===== src/rtl/reg_port_pkg.sv =====
// Shared definitions for the register-file command initiator.
//   ADDR_W / DATA_W / NUM_REGS : register file geometry
//   OP_*                       : cmd_op encodings
//   state_t                    : controller state encoding
package reg_port_pkg;
  localparam int ADDR_W   = 3;
  localparam int DATA_W   = 8;
  localparam int NUM_REGS = 8;

  localparam logic [1:0] OP_NOP   = 2'b00;
  localparam logic [1:0] OP_WRITE = 2'b01;
  localparam logic [1:0] OP_READ  = 2'b10;
  localparam logic [1:0] OP_DUMP  = 2'b11;

  typedef enum logic [2:0] {
    S_IDLE,
    S_WR,
    S_RD_ADDR,
    S_RD_WAIT,
    S_RESP
  } state_t;
endpackage


===== src/rtl/reg_port_master.sv =====
// Command-driven initiator for the 8x8 register file.
// Accepts WRITE / READ / DUMP commands one at a time (cmd_valid/cmd_ready),
// drives the file's write and read ports, hides the file's one-cycle
// registered read latency and returns read data on a valid/ready channel.
// Ports:
//   clk, rst_n                        clock, async active-low reset
//   cmd_valid/ready, cmd_op/addr/data command channel
//   rsp_valid/ready, rsp_addr/data    response channel
//   rf_read_addr, rf_write_addr,
//   rf_data_in, rf_write_enable       register file inputs
//   rf_data_out                       register file registered read data
//   busy                              controller not idle
module reg_port_master #(
  parameter int ADDR_W   = reg_port_pkg::ADDR_W,
  parameter int DATA_W   = reg_port_pkg::DATA_W,
  parameter int NUM_REGS = reg_port_pkg::NUM_REGS
) (
  input  logic              clk,
  input  logic              rst_n,
  input  logic              cmd_valid,
  output logic              cmd_ready,
  input  logic [1:0]        cmd_op,
  input  logic [ADDR_W-1:0] cmd_addr,
  input  logic [DATA_W-1:0] cmd_data,
  output logic              rsp_valid,
  input  logic              rsp_ready,
  output logic [ADDR_W-1:0] rsp_addr,
  output logic [DATA_W-1:0] rsp_data,
  output logic [ADDR_W-1:0] rf_read_addr,
  output logic [ADDR_W-1:0] rf_write_addr,
  output logic [DATA_W-1:0] rf_data_in,
  output logic              rf_write_enable,
  input  logic [DATA_W-1:0] rf_data_out,
  output logic              busy
);
  import reg_port_pkg::*;

  state_t            state, nxt;
  logic [ADDR_W-1:0] addr;
  logic [ADDR_W-1:0] wr_addr;
  logic [DATA_W-1:0] wr_data;
  logic              dump;
  logic              last;
  logic              accept;

  assign accept = (state == S_IDLE) && cmd_valid;
  // The dump ends on the handshake of the top register, so the
  // ADDR_W-bit increment never wraps into a ninth read.
  assign last   = (addr == ADDR_W'(NUM_REGS - 1));

  always_ff @(posedge clk or negedge rst_n) begin
    if (!rst_n) state <= S_IDLE;
    else        state <= nxt;
  end

  always_comb begin
    nxt = state;
    case (state)
      S_IDLE: begin
        if (cmd_valid) begin
          case (cmd_op)
            OP_WRITE:         nxt = S_WR;
            OP_READ, OP_DUMP: nxt = S_RD_ADDR;
            default:          nxt = S_IDLE;
          endcase
        end
      end
      S_WR:      nxt = S_IDLE;
      S_RD_ADDR: nxt = S_RD_WAIT;
      S_RD_WAIT: nxt = S_RESP;
      S_RESP: begin
        if (rsp_ready) nxt = (!dump || last) ? S_IDLE : S_RD_ADDR;
      end
      default:   nxt = S_IDLE;
    endcase
  end

  always_ff @(posedge clk or negedge rst_n) begin
    if (!rst_n) begin
      addr     <= '0;
      wr_addr  <= '0;
      wr_data  <= '0;
      dump     <= 1'b0;
      rsp_addr <= '0;
      rsp_data <= '0;
    end else begin
      if (accept) begin
        case (cmd_op)
          OP_WRITE: begin
            wr_addr <= cmd_addr;
            wr_data <= cmd_data;
          end
          OP_READ: begin
            addr <= cmd_addr;
            dump <= 1'b0;
          end
          OP_DUMP: begin
            addr <= '0;
            dump <= 1'b1;
          end
          default: ;
        endcase
      end
      // rf_data_out now reflects the address sampled at the end of RD_ADDR.
      if (state == S_RD_WAIT) begin
        rsp_addr <= addr;
        rsp_data <= rf_data_out;
      end
      if (state == S_RESP && rsp_ready && dump && !last)
        addr <= addr + ADDR_W'(1);
    end
  end

  assign cmd_ready       = (state == S_IDLE);
  assign busy            = (state != S_IDLE);
  assign rsp_valid       = (state == S_RESP);
  assign rf_write_enable = (state == S_WR);
  assign rf_read_addr    = addr;
  assign rf_write_addr   = wr_addr;
  assign rf_data_in      = wr_data;
endmodule

===== config.mk =====
export PLATFORM = sky130hd
export DESIGN_NAME = reg_port_master
export DESIGN_NICKNAME = d
export VERILOG_FILES = /design/src/rtl/reg_port_pkg.sv /design/src/rtl/reg_port_master.sv
export SDC_FILE = /design/constraint.sdc
export NUM_CORES = 1
export LEC_CHECK = 0
export BUFFER_PORTS_ARGS = -buffer_cell sky130_fd_sc_hd__buf_2
export CORE_MARGIN = 3
export CORE_UTILIZATION = 23
export CTS_BUF_LIST = sky130_fd_sc_hd__clkbuf_4
export DETAILED_ROUTE_END_ITERATION = 10
export PLACE_DENSITY = 0.54
export SLEW_MARGIN = 10
export SYNTH_ARGS = -nofsm -noshare
export SYNTH_HDL_FRONTEND = slang
export SYNTH_SLANG_ARGS = --single-unit

===== constraint.sdc =====
create_clock -name clk -period 3.1 [get_ports clk]
set_input_delay 0.31 -clock clk [delete_from_list [all_inputs] [get_ports clk]]
set_output_delay 0.31 -clock clk [all_outputs]
set_load 0.02 [all_outputs]

* Yosys cells after proc, flatten, opt, wreduce, memory -nomap -nowiden
Cells that the tools add are included.
** Cells by class
- Add/subtract/negate cells :: 1
- Multipliers :: 0
- Divide/modulo/power cells :: 0
- $lt $le $gt $ge :: 0
- Equality and inequality tests :: 10
- Shifts and indexed selects :: 0
- Muxes and demuxes :: 9
- Bitwise logic cells :: 0
- Reduce and logical (&&, ||, !) cells :: 17
** Operators by type and width (count)
- $mux W3 :: 4
- $pmux W3 S4 :: 1
- $reduce_and A2 Y1 :: 4
- $eq A3 B2 Y1 const B :: 2
- $eq A3 B3 Y1 const B :: 2
- $pmux W3 S2 :: 1
- $reduce_bool A3 Y1 :: 2
- $eq A2 B2 Y1 const B :: 2
- $logic_and A1 B1 Y1 :: 4
- $pmux W2 S2 :: 1
- $reduce_bool A2 Y1 :: 2
- $add A3 B1 Y3 const B :: 1
- $eq A3 B1 Y1 const B :: 1
- $logic_not A3 Y1 :: 1
- $eq A2 B1 Y1 const B :: 1
- $logic_not A1 Y1 :: 2
- $mux W2 :: 1
- $ne A2 B1 Y1 const B :: 1
- $ne A2 B2 Y1 const B :: 1
- $pmux W1 S2 :: 1
- $reduce_or A2 Y1 :: 1
- $logic_or A1 B1 Y1 :: 1
** Word-level totals
- Flip-flop bits (word level) :: 29
- Latch bits :: 0
- RAM bits :: 0
- Memory bits (read-only) :: 0
- Bits of input ports :: 25
- Logic and storage cells :: 44
- Memories :: 0

* Depth between registers and ports, before layout
- Depth after elaboration :: 6
- Gate-level depth with buffers :: 5
- Gate-level depth less buffers :: 5

* Worst setup path before layout
Ideal clock, no wire load.
- Path type :: flip-flop to flip-flop
- Start :: register state[2]
- End :: register wr_data[4] (netlist: rf_data_in[4])
- Library setup time :: 0.125 ns
- Data arrival time :: 1.736 ns
- Required time :: 2.975 ns
- Path slack :: 1.239 ns
- Cell stages (with the launch flop) :: 6
- Buffers on the path :: 1
- Clock period less this slack :: 1.861 ns
- Path through :: dfrtp_1 nor3_2 inv_2 nor3_2 buf_4 mux2_2
** Between the ends
- Longest elaborated chain between the ends :: 3
** Ends and longest elaborated chain
- from (decl) :: line reg_port_master.sv:38 : state_t state, nxt;
- from (signal assigned) :: line reg_port_master.sv:53 : else state <= nxt;
- $logic_not A3 Y1
- named net cmd_ready :: line reg_port_master.sv:21 : output logic cmd_ready,
- $logic_and A1 B1 Y1 :: line reg_port_master.sv:46 : assign accept = (state == S_IDLE) && cmd_valid;
- $reduce_and A2 Y1 (no source line)
- to (signal assigned) :: line reg_port_master.sv:91 : wr_data <= cmd_data;
- to (decl) :: line reg_port_master.sv:41 : logic [DATA_W-1:0] wr_data;
The timed path passes the listed nets, and every way through them passes these cells.
A chain may end at the register's enable or synchronous reset.

* Final worst setup path
- Start :: register state[2]
- End :: register wr_addr[1] (netlist: rf_write_addr[1])
** Between the ends
- Longest elaborated chain between the ends :: 3
** Ends and longest elaborated chain
- $logic_not A3 Y1 :: line reg_port_master.sv:46
- $logic_and A1 B1 Y1 :: line reg_port_master.sv:46
- $reduce_and A2 Y1 (no source line)
- to (signal assigned) :: line reg_port_master.sv:90 : wr_addr <= cmd_addr;
- to (decl) :: line reg_port_master.sv:40 : logic [ADDR_W-1:0] wr_addr;
Every way passes these cells.

==> results.yml <==
floorplan:
  rows: 25
  design.die.area_um2: 6220
  io_pins: 54
  die_x_um: 78.9
  core_area_um2: 4910
  start_util_pct: 24.9
  die_h_um: 78.9
timing:
  maxSlewViolCount: 0
  hold_viol: 0
  setup_violations: 0
  fin_setup_tns_ns: 0
  skew_ns: 0.0123
  worstMarginPinSlew_ns: 0.835
  fin_crit_sh_pct: 64.6
  rsz0062_at_grt: "false"
  relSlewSlack_pct: 44.0
  timing.fmax_mhz: 499
  finalCriticalPeriod_ns: 2.00
yosys:
  synth_area_um2: 1220
  ys_async_sr_fraction_pct: 100
  synthFlopType: "dfrtp_1"
  synth_largest_area_cell: "dfrtp_1"
  synthCells: 89
  ys_top_cells_by_count: "dfrtp_1, mux2_2, mux2_1, inv_1, nor3_1"
  synthDistinctLibCells: 24
  synth_top_area_share_pct: 59.4
  synth_edf_count: 0
  ys_seq_area_share_pct: 59.4
  synth_nets: 116
  yosysMostFrequentCell: "dfrtp_1"
  syn_avg_cell_area_um2: 13.7
  synth_seq_cells: 29
  synthTopCellsByArea: "dfrtp_1, mux2_2, mux2_1"
  yosysWarnings: 0
clock_network:
  clockBufferDepth: 2
  cts_tree: "yes"
  ctsHoldBuffers: 0
  clock-sinks: 29
  cts_resized: 0
  cts_setup_buffers: 0
  clockRootBuffer: "clkbuf_4"
  insertion_delay_ns: 0.32
  htreeDepth: 2
  cts.clk_slew.worst_paths_ns: 0.10
  cts_buffers: 5
grt:
  grt.overflow.total: 0
  grt_pass1_vias: 954
  grt.met2_usage_pct: 14.9
  grt_usage_pct: 9.20
  grt_use_met1_pct: 10.2
  grt_antenna_before_repair: 0
  busiest_layer: "met2"
  grt_pass1_wl_um: 4380
  grt_max_degree: 30
  met3_usage_pct: 3.74
final_layout:
  nets: 173
  diodes: 0
  finalNonFillerCells: 214
  multi_input_area_um2: 459
  final_core_util_pct: 33.2
  drive_gt1_share_pct: 53.1
  regArea_um2: 726
  fillers: 515
  area_growth_pct: 33.6
detailed_routing:
  vias: 914
  ant_nets: 0
  drc_errors: 0
  totalWireLength_um: 2610
  wl_per_cell_um: 12.2
  drtIter0Drc: 28
  vias_per_cell: 4.27
  dr.pass1.iters: 2
setup_path:
  required_ns: 3.31
  cp_max_fo: 11
  cp.arrival_ns: 2.21
  critPathKind: "flip-flop to flip-flop"
  start_kind: "flip-flop"
  worstSetupEndpointType: "flip-flop"
run_status:
  status: "completed"
placement:
  dp_cells: 206
  portBuffers: 53
  dp_hpwl_um: 2020
  place.gp.congestion: 0.709
pwr:
  ir_drop_v: 0.000297
  power_per_cell_area_nw_per_um2: 1070
  p_leak_nw: 0.806
worst_hold_path:
  worstHoldPathType: "primary input to asynchronous set/reset pin"
run:
  maxCapViolCount: 0
per-stage QoR:
stage                     power [mW]  hold slack, ns  area (um^2)  setup slack, ns
after floorplan                 1.18          0.0144         1220             1.24
after global placement          1.43           0.374         1550             1.17
after detailed placement        1.46           0.384         1550             1.09
after CTS                       1.77          0.0176         1630             1.03
after global routing            1.86          0.0295         1630            0.921
final                           1.74         0.00565         1630             1.10
area by class of cell:
type                            count  share of cell area, %
Inverter                            5                   1.15
Clock inverter                      2                   2.07
Multi-Input combinational cell     52                   28.1
Clock buffer                        6                   2.76
Timing Repair Buffer               53                   16.3
Tap cell                           67                   5.14
Sequential cell                    29                   44.5
routing by layer:
layer | wire length (um) | up-vias
met1 | 1070 | 437
met2 | 1290 | 33
li1 | - | 437
met4 | 61 | 0
met5 | 0 | -
met3 | 190 | 7
worst max-delay path, stage by stage, from the launching register on:
cell and delay, ns:
dfrtp_1 0.45, nor3_2 0.24, inv_2 0.10, nor3_2 0.69
mux2_2 0.42
final timing paths:
kind / from / endpoint / slack (ns) / cells past startpoint
max in group asynchronous: rst_n / rsp_data[2]$_DFFE_PN0P_ / 2.67 / 1
min in group clk: rsp_ready / state[2]$_DFFE_PN0P_ / 0.20 / 2
setup reg to reg: state[2]$_DFFE_PN0P_ / rf_write_addr[1]$_DFFE_PN0P_ / 1.10 / 4
hold reg to reg: rf_data_in[7]$_DFFE_PN0P_ / rf_data_in[7]$_DFFE_PN0P_ / 0.49 / 1
setup / recovery: state[2]$_DFFE_PN0P_ / rf_write_addr[1]$_DFFE_PN0P_ / 1.10 / 4
hold / removal: rst_n / rf_read_addr[1]$_DFFE_PN0P_ / 0.006 / 1
state kept, by name, summed over array words and instances (netlist names):
signal / flops
rf_data_in: 8
rsp_addr: 3
rsp_data: 8
rf_write_addr: 3
rf_read_addr: 3
dump: 1
state: 3
cells in the final DEF (no fill, tap or decap), drive strengths merged:
| master | count |
|---|---|
| mux2 | 23 |
| or4 | 2 |
| nor3 | 6 |
| dfrtp | 29 |
| nor3b | 1 |
| o21ai | 3 |
| o31ai | 1 |
| a21oi | 1 |
| inv | 5 |
| nor2b | 1 |
| bufinv | 1 |
| or3b | 1 |
| a221o | 1 |
| ha | 2 |
| clkbuf | 6 |
| a31oi | 3 |
| nand3b | 2 |
| buf | 53 |
| o22a | 1 |
| clkinv | 1 |
| nand2 | 2 |
| nor2 | 1 |
| or2 | 1 |
cell families after synthesis:
family	share of synthesized area (%)
multiplexers	21.2
buffers and inverters	2.97
AO/OA/AOI/OAI	5.33
adder cells (fa/ha/maj)	2.05
AND/OR/NAND/NOR	9.02
flip-flops	59.4
power by group:
part	switching, mW	internal [mW]
Combinational	0.448	0.310
Clock	0.126	0.177
Sequential	0.115	0.563
Power figures use the tool's default switching activity.
